==> config.mk <==
export PLATFORM = sky130hd
export DESIGN_NAME = mul_share_ctrl
export DESIGN_NICKNAME = d
export VERILOG_FILES = /design/src/rtl/mul_share_ctrl.sv
export SDC_FILE = /design/constraint.sdc
export NUM_CORES = 1
export LEC_CHECK = 0
export CELL_PAD_IN_SITES_DETAIL_PLACEMENT = 1
export CELL_PAD_IN_SITES_GLOBAL_PLACEMENT = 1
export CORE_ASPECT_RATIO = 2
export CORE_MARGIN = 1
export CORE_UTILIZATION = 39
export DETAILED_ROUTE_END_ITERATION = 7
export PLACE_DENSITY_LB_ADDON = 0.1
export SKIP_LAST_GASP = 1
export SLEW_MARGIN = 25
export SYNTH_ARGS = -nofsm -noshare
export SYNTH_HDL_FRONTEND = slang
export SYNTH_SLANG_ARGS = --single-unit
export TNS_END_PERCENT = 5
==> constraint.sdc <==
create_clock -name clk -period 2.2 [get_ports clk]
set_input_delay 0.44 -clock clk [delete_from_list [all_inputs] [get_ports clk]]
set_output_delay 0.44 -clock clk [all_outputs]
set_load 0.005 [all_outputs]
==> src/rtl/mul_share_ctrl.sv <==
// Shared iterative shift-and-add unsigned multiplier serving two requesters.
// A round-robin arbiter picks one requester in IDLE and captures its operands.
// The multiplier then runs N add/shift iterations and pulses done for one cycle.
module mul_share_ctrl #(
    parameter int N = 3
) (
    input  logic           clk,
    input  logic           rst,
    input  logic           req0,
    input  logic [N-1:0]   a0,
    input  logic [N-1:0]   b0,
    input  logic           req1,
    input  logic [N-1:0]   a1,
    input  logic [N-1:0]   b1,
    output logic           gnt0,
    output logic           gnt1,
    output logic           busy,
    output logic           done,
    output logic           done_id,
    output logic [2*N-1:0] p
);

    localparam int CW = $clog2(N + 1);

    typedef enum logic [1:0] {IDLE, MUL, DONE} state_t;

    state_t         state, state_nx;
    logic [2*N-1:0] mcand, mcand_nx;
    logic [2*N-1:0] acc, acc_nx, acc_sum;
    logic [N-1:0]   mplier, mplier_nx;
    logic [CW-1:0]  cnt, cnt_nx;
    logic           last, last_nx;
    logic           cur, cur_nx;
    logic           pick1;
    logic           gnt0_nx, gnt1_nx, busy_nx, done_nx, done_id_nx;
    logic [2*N-1:0] p_nx;

    // State, datapath and output registers; reset also aborts any product in flight
    always_ff @(posedge clk) begin
        if (rst) begin
            state   <= IDLE;
            mcand   <= '0;
            acc     <= '0;
            mplier  <= '0;
            cnt     <= '0;
            last    <= 1'b1;
            cur     <= 1'b0;
            gnt0    <= 1'b0;
            gnt1    <= 1'b0;
            busy    <= 1'b0;
            done    <= 1'b0;
            done_id <= 1'b0;
            p       <= '0;
        end else begin
            state   <= state_nx;
            mcand   <= mcand_nx;
            acc     <= acc_nx;
            mplier  <= mplier_nx;
            cnt     <= cnt_nx;
            last    <= last_nx;
            cur     <= cur_nx;
            gnt0    <= gnt0_nx;
            gnt1    <= gnt1_nx;
            busy    <= busy_nx;
            done    <= done_nx;
            done_id <= done_id_nx;
            p       <= p_nx;
        end
    end

    // Next-state, arbitration and one add/shift iteration per MUL cycle
    always_comb begin
        state_nx   = state;
        mcand_nx   = mcand;
        acc_nx     = acc;
        mplier_nx  = mplier;
        cnt_nx     = cnt;
        last_nx    = last;
        cur_nx     = cur;
        gnt0_nx    = 1'b0;
        gnt1_nx    = 1'b0;
        busy_nx    = busy;
        done_nx    = 1'b0;
        done_id_nx = done_id;
        p_nx       = p;
        // requester 1 wins when alone, or on a tie when requester 0 was served last
        pick1      = req1 & (~req0 | ~last);
        acc_sum    = acc + (mplier[0] ? mcand : '0);

        case (state)
            IDLE: begin
                if (req0 | req1) begin
                    mcand_nx  = pick1 ? {{N{1'b0}}, a1} : {{N{1'b0}}, a0};
                    mplier_nx = pick1 ? b1 : b0;
                    acc_nx    = '0;
                    cnt_nx    = '0;
                    gnt0_nx   = ~pick1;
                    gnt1_nx   = pick1;
                    busy_nx   = 1'b1;
                    last_nx   = pick1;
                    cur_nx    = pick1;
                    state_nx  = MUL;
                end
            end
            MUL: begin
                acc_nx    = acc_sum;
                mcand_nx  = mcand << 1;
                mplier_nx = mplier >> 1;
                cnt_nx    = cnt + CW'(1);
                if (cnt == CW'(N - 1)) begin
                    p_nx       = acc_sum;
                    done_nx    = 1'b1;
                    done_id_nx = cur;
                    state_nx   = DONE;
                end
            end
            DONE: begin
                busy_nx  = 1'b0;
                state_nx = IDLE;
            end
            default: state_nx = IDLE;
        endcase
    end

endmodule
==> impl_metrics.prom <==
# TYPE chip_impl_metric gauge
chip_impl_info{name="outcome",value="complete, no violations"} 1
chip_impl_metric{name="register_area",unit="sq um"} 641
chip_impl_info{name="synthFlopType",value="sky130_fd_sc_hd__dfxtp_1"} 1
chip_impl_metric{name="power.static_leakage",unit="nW"} 0.738
chip_impl_metric{name="synth-edff-count",unit=""} 0
chip_impl_metric{name="synth-async-reset-ratio",unit="%"} 0
chip_impl_metric{name="drt_wirelength",unit="um"} 3810
chip_impl_info{name="timing.critical_path.slowest_stage_cell",value="sky130_fd_sc_hd__dfxtp_1"} 1
chip_impl_metric{name="clock_sinks",unit=""} 32
chip_impl_info{name="cts_root_buf",value="sky130_fd_sc_hd__clkbuf_8"} 1
chip_impl_metric{name="via_count_of_the_first_global_routing_pass",unit=""} 1332
chip_impl_metric{name="cts-resized-gates",unit=""} 0
chip_impl_metric{name="crit_path_largest_cell_delay",unit="ns"} 0.45
chip_impl_metric{name="io_buffers",unit=""} 26
chip_impl_metric{name="fp.dieH",unit="um"} 89.0
chip_impl_metric{name="grt_max_degree",unit=""} 16
chip_impl_info{name="critical_path.cell_chain",value="and2_1 -> ha_1 -> inv_1 -> fa_1 -> nor2b_1 -> o21a_1 -> o21ai_0 -> a32o_1"} 1
chip_impl_metric{name="floorplan.die.width",unit="um"} 45.5
chip_impl_metric{name="synth.yosys.seq_area_share",unit="%"} 43.4
chip_impl_info{name="critical_path_end_type",value="flip-flop"} 1
chip_impl_info{name="startpoint_type",value="flip-flop"} 1
chip_impl_info{name="yosys-top-cells-area",value="sky130_fd_sc_hd__dfxtp_1 43%, sky130_fd_sc_hd__nor2_1 7.1%, sky130_fd_sc_hd__ha_1 5.1%, sky130_fd_sc_hd__mux2_2 4.6%, sky130_fd_sc_hd__a22oi_1 3.6%"} 1
chip_impl_metric{name="drtIter0Drc",unit=""} 28
chip_impl_info{name="worst_min_path_class",value="reg2reg"} 1
chip_impl_metric{name="place_inst",unit=""} 233
chip_impl_metric{name="cts_buffers",unit=""} 5
chip_impl_metric{name="clkLatencyLatePin",unit="ns"} 0.28
chip_impl_info{name="crit-reg2reg-capture",value="acc[4]"} 1
chip_impl_metric{name="cts.path.max_buffers",unit=""} 2
chip_impl_metric{name="synthesis.area",unit="sq um"} 1480
chip_impl_metric{name="core_region_area",unit="sq um"} 3610
chip_impl_metric{name="global_route.overflow_total",unit=""} 0
chip_impl_info{name="synth.most_common_cell",value="sky130_fd_sc_hd__dfxtp_1"} 1
chip_impl_metric{name="maxSlewHeadroom",unit="%"} 67.7
chip_impl_metric{name="finalCritPeriodShare",unit="%"} 91.5
chip_impl_metric{name="timing.final.setup_violations",unit=""} 0
chip_impl_metric{name="finalHoldViolCount",unit=""} 0
chip_impl_metric{name="cts.repair_timing.setup_buffer_count",unit=""} 0
chip_impl_metric{name="postSynthRegisterBits",unit=""} 32
chip_impl_metric{name="die-area",unit="sq um"} 4050
chip_impl_metric{name="multi_input_logic_area",unit="sq um"} 787
chip_impl_metric{name="antenna_violating_nets_post_route",unit=""} 0
chip_impl_metric{name="max_cap_violations",unit=""} 0
chip_impl_metric{name="maxClockFrequency",unit="MHz"} 497
chip_impl_metric{name="report.final.slew_viol_count",unit=""} 0
chip_impl_info{name="timing.hold.worst_endpoint",value="done_id"} 1
chip_impl_metric{name="floorplan.rows",unit=""} 31
chip_impl_metric{name="final_period_minus_worst_setup_slack",unit="ns"} 2.01
chip_impl_info{name="yosys.area.top_type",value="sky130_fd_sc_hd__dfxtp_1"} 1
chip_impl_metric{name="n_fill_cell",unit=""} 432
chip_impl_metric{name="cts.reportedPaths.clkPinSlew",unit="ns"} 0.07
chip_impl_metric{name="total_routing_usage_gr",unit="%"} 21.4
chip_impl_metric{name="num-nets-final",unit=""} 214
chip_impl_metric{name="antenna_cells_inserted",unit=""} 0
chip_impl_metric{name="crit_path_max_fanout",unit=""} 7
chip_impl_metric{name="avgRoutedWirePerCell",unit="um"} 15.8
chip_impl_metric{name="vdd_ir_drop_max",unit="mV"} 0.542
chip_impl_metric{name="yosysWarnings",unit=""} 0
chip_impl_info{name="timing.rr.start",value="mplier[0]"} 1
chip_impl_metric{name="power_density",unit="nW/um^2"} 696
chip_impl_metric{name="remaining_drc_errors",unit=""} 0
chip_impl_metric{name="final_non_filler_cells",unit=""} 241
chip_impl_metric{name="pin_count",unit=""} 27
chip_impl_metric{name="worst_hold_path.num_cells",unit=""} 2
chip_impl_metric{name="timing.reg2reg.worst_path_depth",unit=""} 8
chip_impl_metric{name="fin_tns_setup",unit="ns"} 0
chip_impl_metric{name="postSynthAreaPerCell",unit="sq um"} 9.22
chip_impl_metric{name="gp_congestion",unit=""} 0.821
chip_impl_metric{name="synth_largest_type_area_fraction",unit="%"} 43.4
chip_impl_info{name="rsz0062_at_grt",value="false"} 1
chip_impl_metric{name="netlist-cell-type-count",unit=""} 40
chip_impl_metric{name="finalClockSkew",unit="ns"} 0.00767
chip_impl_metric{name="synthesis.nets",unit=""} 183
chip_impl_info{name="hold_path_startpoint",value="done_id"} 1
chip_impl_metric{name="detailed_place_hpwl",unit="um"} 2970
chip_impl_metric{name="clock_tree.htree_level_count",unit=""} 2
chip_impl_metric{name="grt_first_pass_wirelength",unit="um"} 6140
chip_impl_metric{name="r2r_setup_slk",unit="ns"} 0.19
chip_impl_metric{name="route.detailed.vias_per_inst",unit=""} 5.31
chip_impl_metric{name="cp_data_arrival_time",unit="ns"} 2.19
chip_impl_metric{name="syn2layout_area_growth",unit="%"} 29.7
chip_impl_info{name="cts_tree",value="built"} 1
chip_impl_metric{name="synthCells",unit=""} 160
chip_impl_metric{name="first_pass_iters",unit=""} 4
chip_impl_metric{name="vias_after_detailed_routing",unit=""} 1280
chip_impl_metric{name="initial_utilization",unit="%"} 40.9
chip_impl_metric{name="crit_path_required_time",unit="ns"} 2.38
chip_impl_metric{name="final_layout_size_suffix_gt1_share",unit="%"} 11.5
chip_impl_metric{name="antenna_found_initial",unit=""} 0
chip_impl_info{name="synth_common_cells",value="32 x sky130_fd_sc_hd__dfxtp_1, 28 x sky130_fd_sc_hd__nor2_1, 12 x sky130_fd_sc_hd__nand2_1"} 1
chip_impl_info{name="timing.setup.critical_path_class",value="reg2reg"} 1
chip_impl_metric{name="post_cts_hold_buffer_count",unit=""} 0
chip_impl_metric{name="tightest_slew",unit="ns"} 0.484
worst max path at each step:
stage | end | depth (start not counted) | startpoint
2_1_floorplan | acc[4] | 8 | mplier[0]
3_3_place_gp | mplier[2] | 6 | req1
3_5_place_dp | mplier[1] | 5 | req1
4_1_cts | p[5] | 6 | mplier[0]
5_1_grt | acc[4] | 8 | mplier[0]
6_report | acc[4] | 8 | mplier[0]
cell type report:
| type | count | share of cell area, % |
|---|---|---|
| inverter | 5 | 0.981 |
| clock inverter | 2 | 1.83 |
| multi-input combinational | 116 | 41.1 |
| timing repair buffer | 31 | 15.6 |
| sequential | 32 | 33.5 |
| tap | 49 | 3.20 |
| clock buffer | 6 | 3.79 |
critical path, delay by kind of cell, from the launching register on:
| kind | cells | cell delay (ns) |
|---|---|---|
| flops | 1 | 0.45 |
| simple gates | 2 | 0.32 |
| fa+ha+maj | 2 | 0.57 |
| buf+inv | 1 | 0.06 |
| compound gates | 3 | 0.50 |
report_power, final:
group / internal [W] / switching, W / total, W
clock: 0.000336 / 0.000221 / 0.000557
combinational: 0.0000785 / 0.0000742 / 0.000153
sequential: 0.000603 / 0.0000187 / 0.000622
metrics by stage:
step           util [%]  setup WS [ns]  cell area [sq um]  power [W]  hold WS [ns]
4_1_cts            53.0          0.161               1910    0.00135         0.465
5_1_grt            53.0         0.0307               1910    0.00140         0.475
3_5_place_dp       50.1         0.0251               1810   0.000788         0.455
2_1_floorplan         -          0.419               1480   0.000715         0.432
3_3_place_gp       50.1          0.100               1810   0.000778         0.441
6_report           53.0          0.188               1910    0.00133         0.458
cell usage in the layout, fill, tap and decap left out, drive strengths merged, types with 2 or more instances in the layout:
| cell | n |
|---|---|
| a21oi | 9 |
| a222oi | 4 |
| ha | 6 |
| a211oi | 3 |
| and3 | 2 |
| buf | 5 |
| nand2 | 12 |
| clkdlybuf4s50 | 26 |
| nand2b | 2 |
| mux2 | 6 |
| and2 | 6 |
| inv | 5 |
| nor2 | 28 |
| xnor2 | 3 |
| o21ai | 2 |
| or3 | 2 |
| clkbuf | 6 |
| dfxtp | 32 |
| nor3 | 3 |
| a22oi | 7 |
| nand3b | 3 |
flip-flops by register name, summed over array words and instances (netlist names):
signal   count
done         1
mcand        6
gnt1         1
mplier       3
busy         1
last         1
state        2
cnt          2
p            6
cur          1
acc          6
gnt0         1
done_id      1
routing by layer:
layer / share of wire [%] / vias to the layer above / global-route usage [%]
li1: - / 631 / -
met1: 36 / 617 / 21.1
met2: 59 / 23 / 40.3
met3: 2.4 / 9 / 3.84
met4: 2.3 / 0 / 9.92
met5: 0 / - / 0
logic make-up (layout without fill, tap and decap cells):
kind of cell               Yosys count  count (layout)  synth area share [%]
and+or+nand+nor                     65              65                  21.5
AOI/OAI and AO/OA                   34              34                  18.5
DFF                                 32              32                  43.4
buffers and inverters               12              44                  3.22
adders and majority gates            7               7                  6.45
muxes                                6               6                  4.58
xor gates and xnor gates             4               4                  2.38
Power figures use the tool's default switching activity.
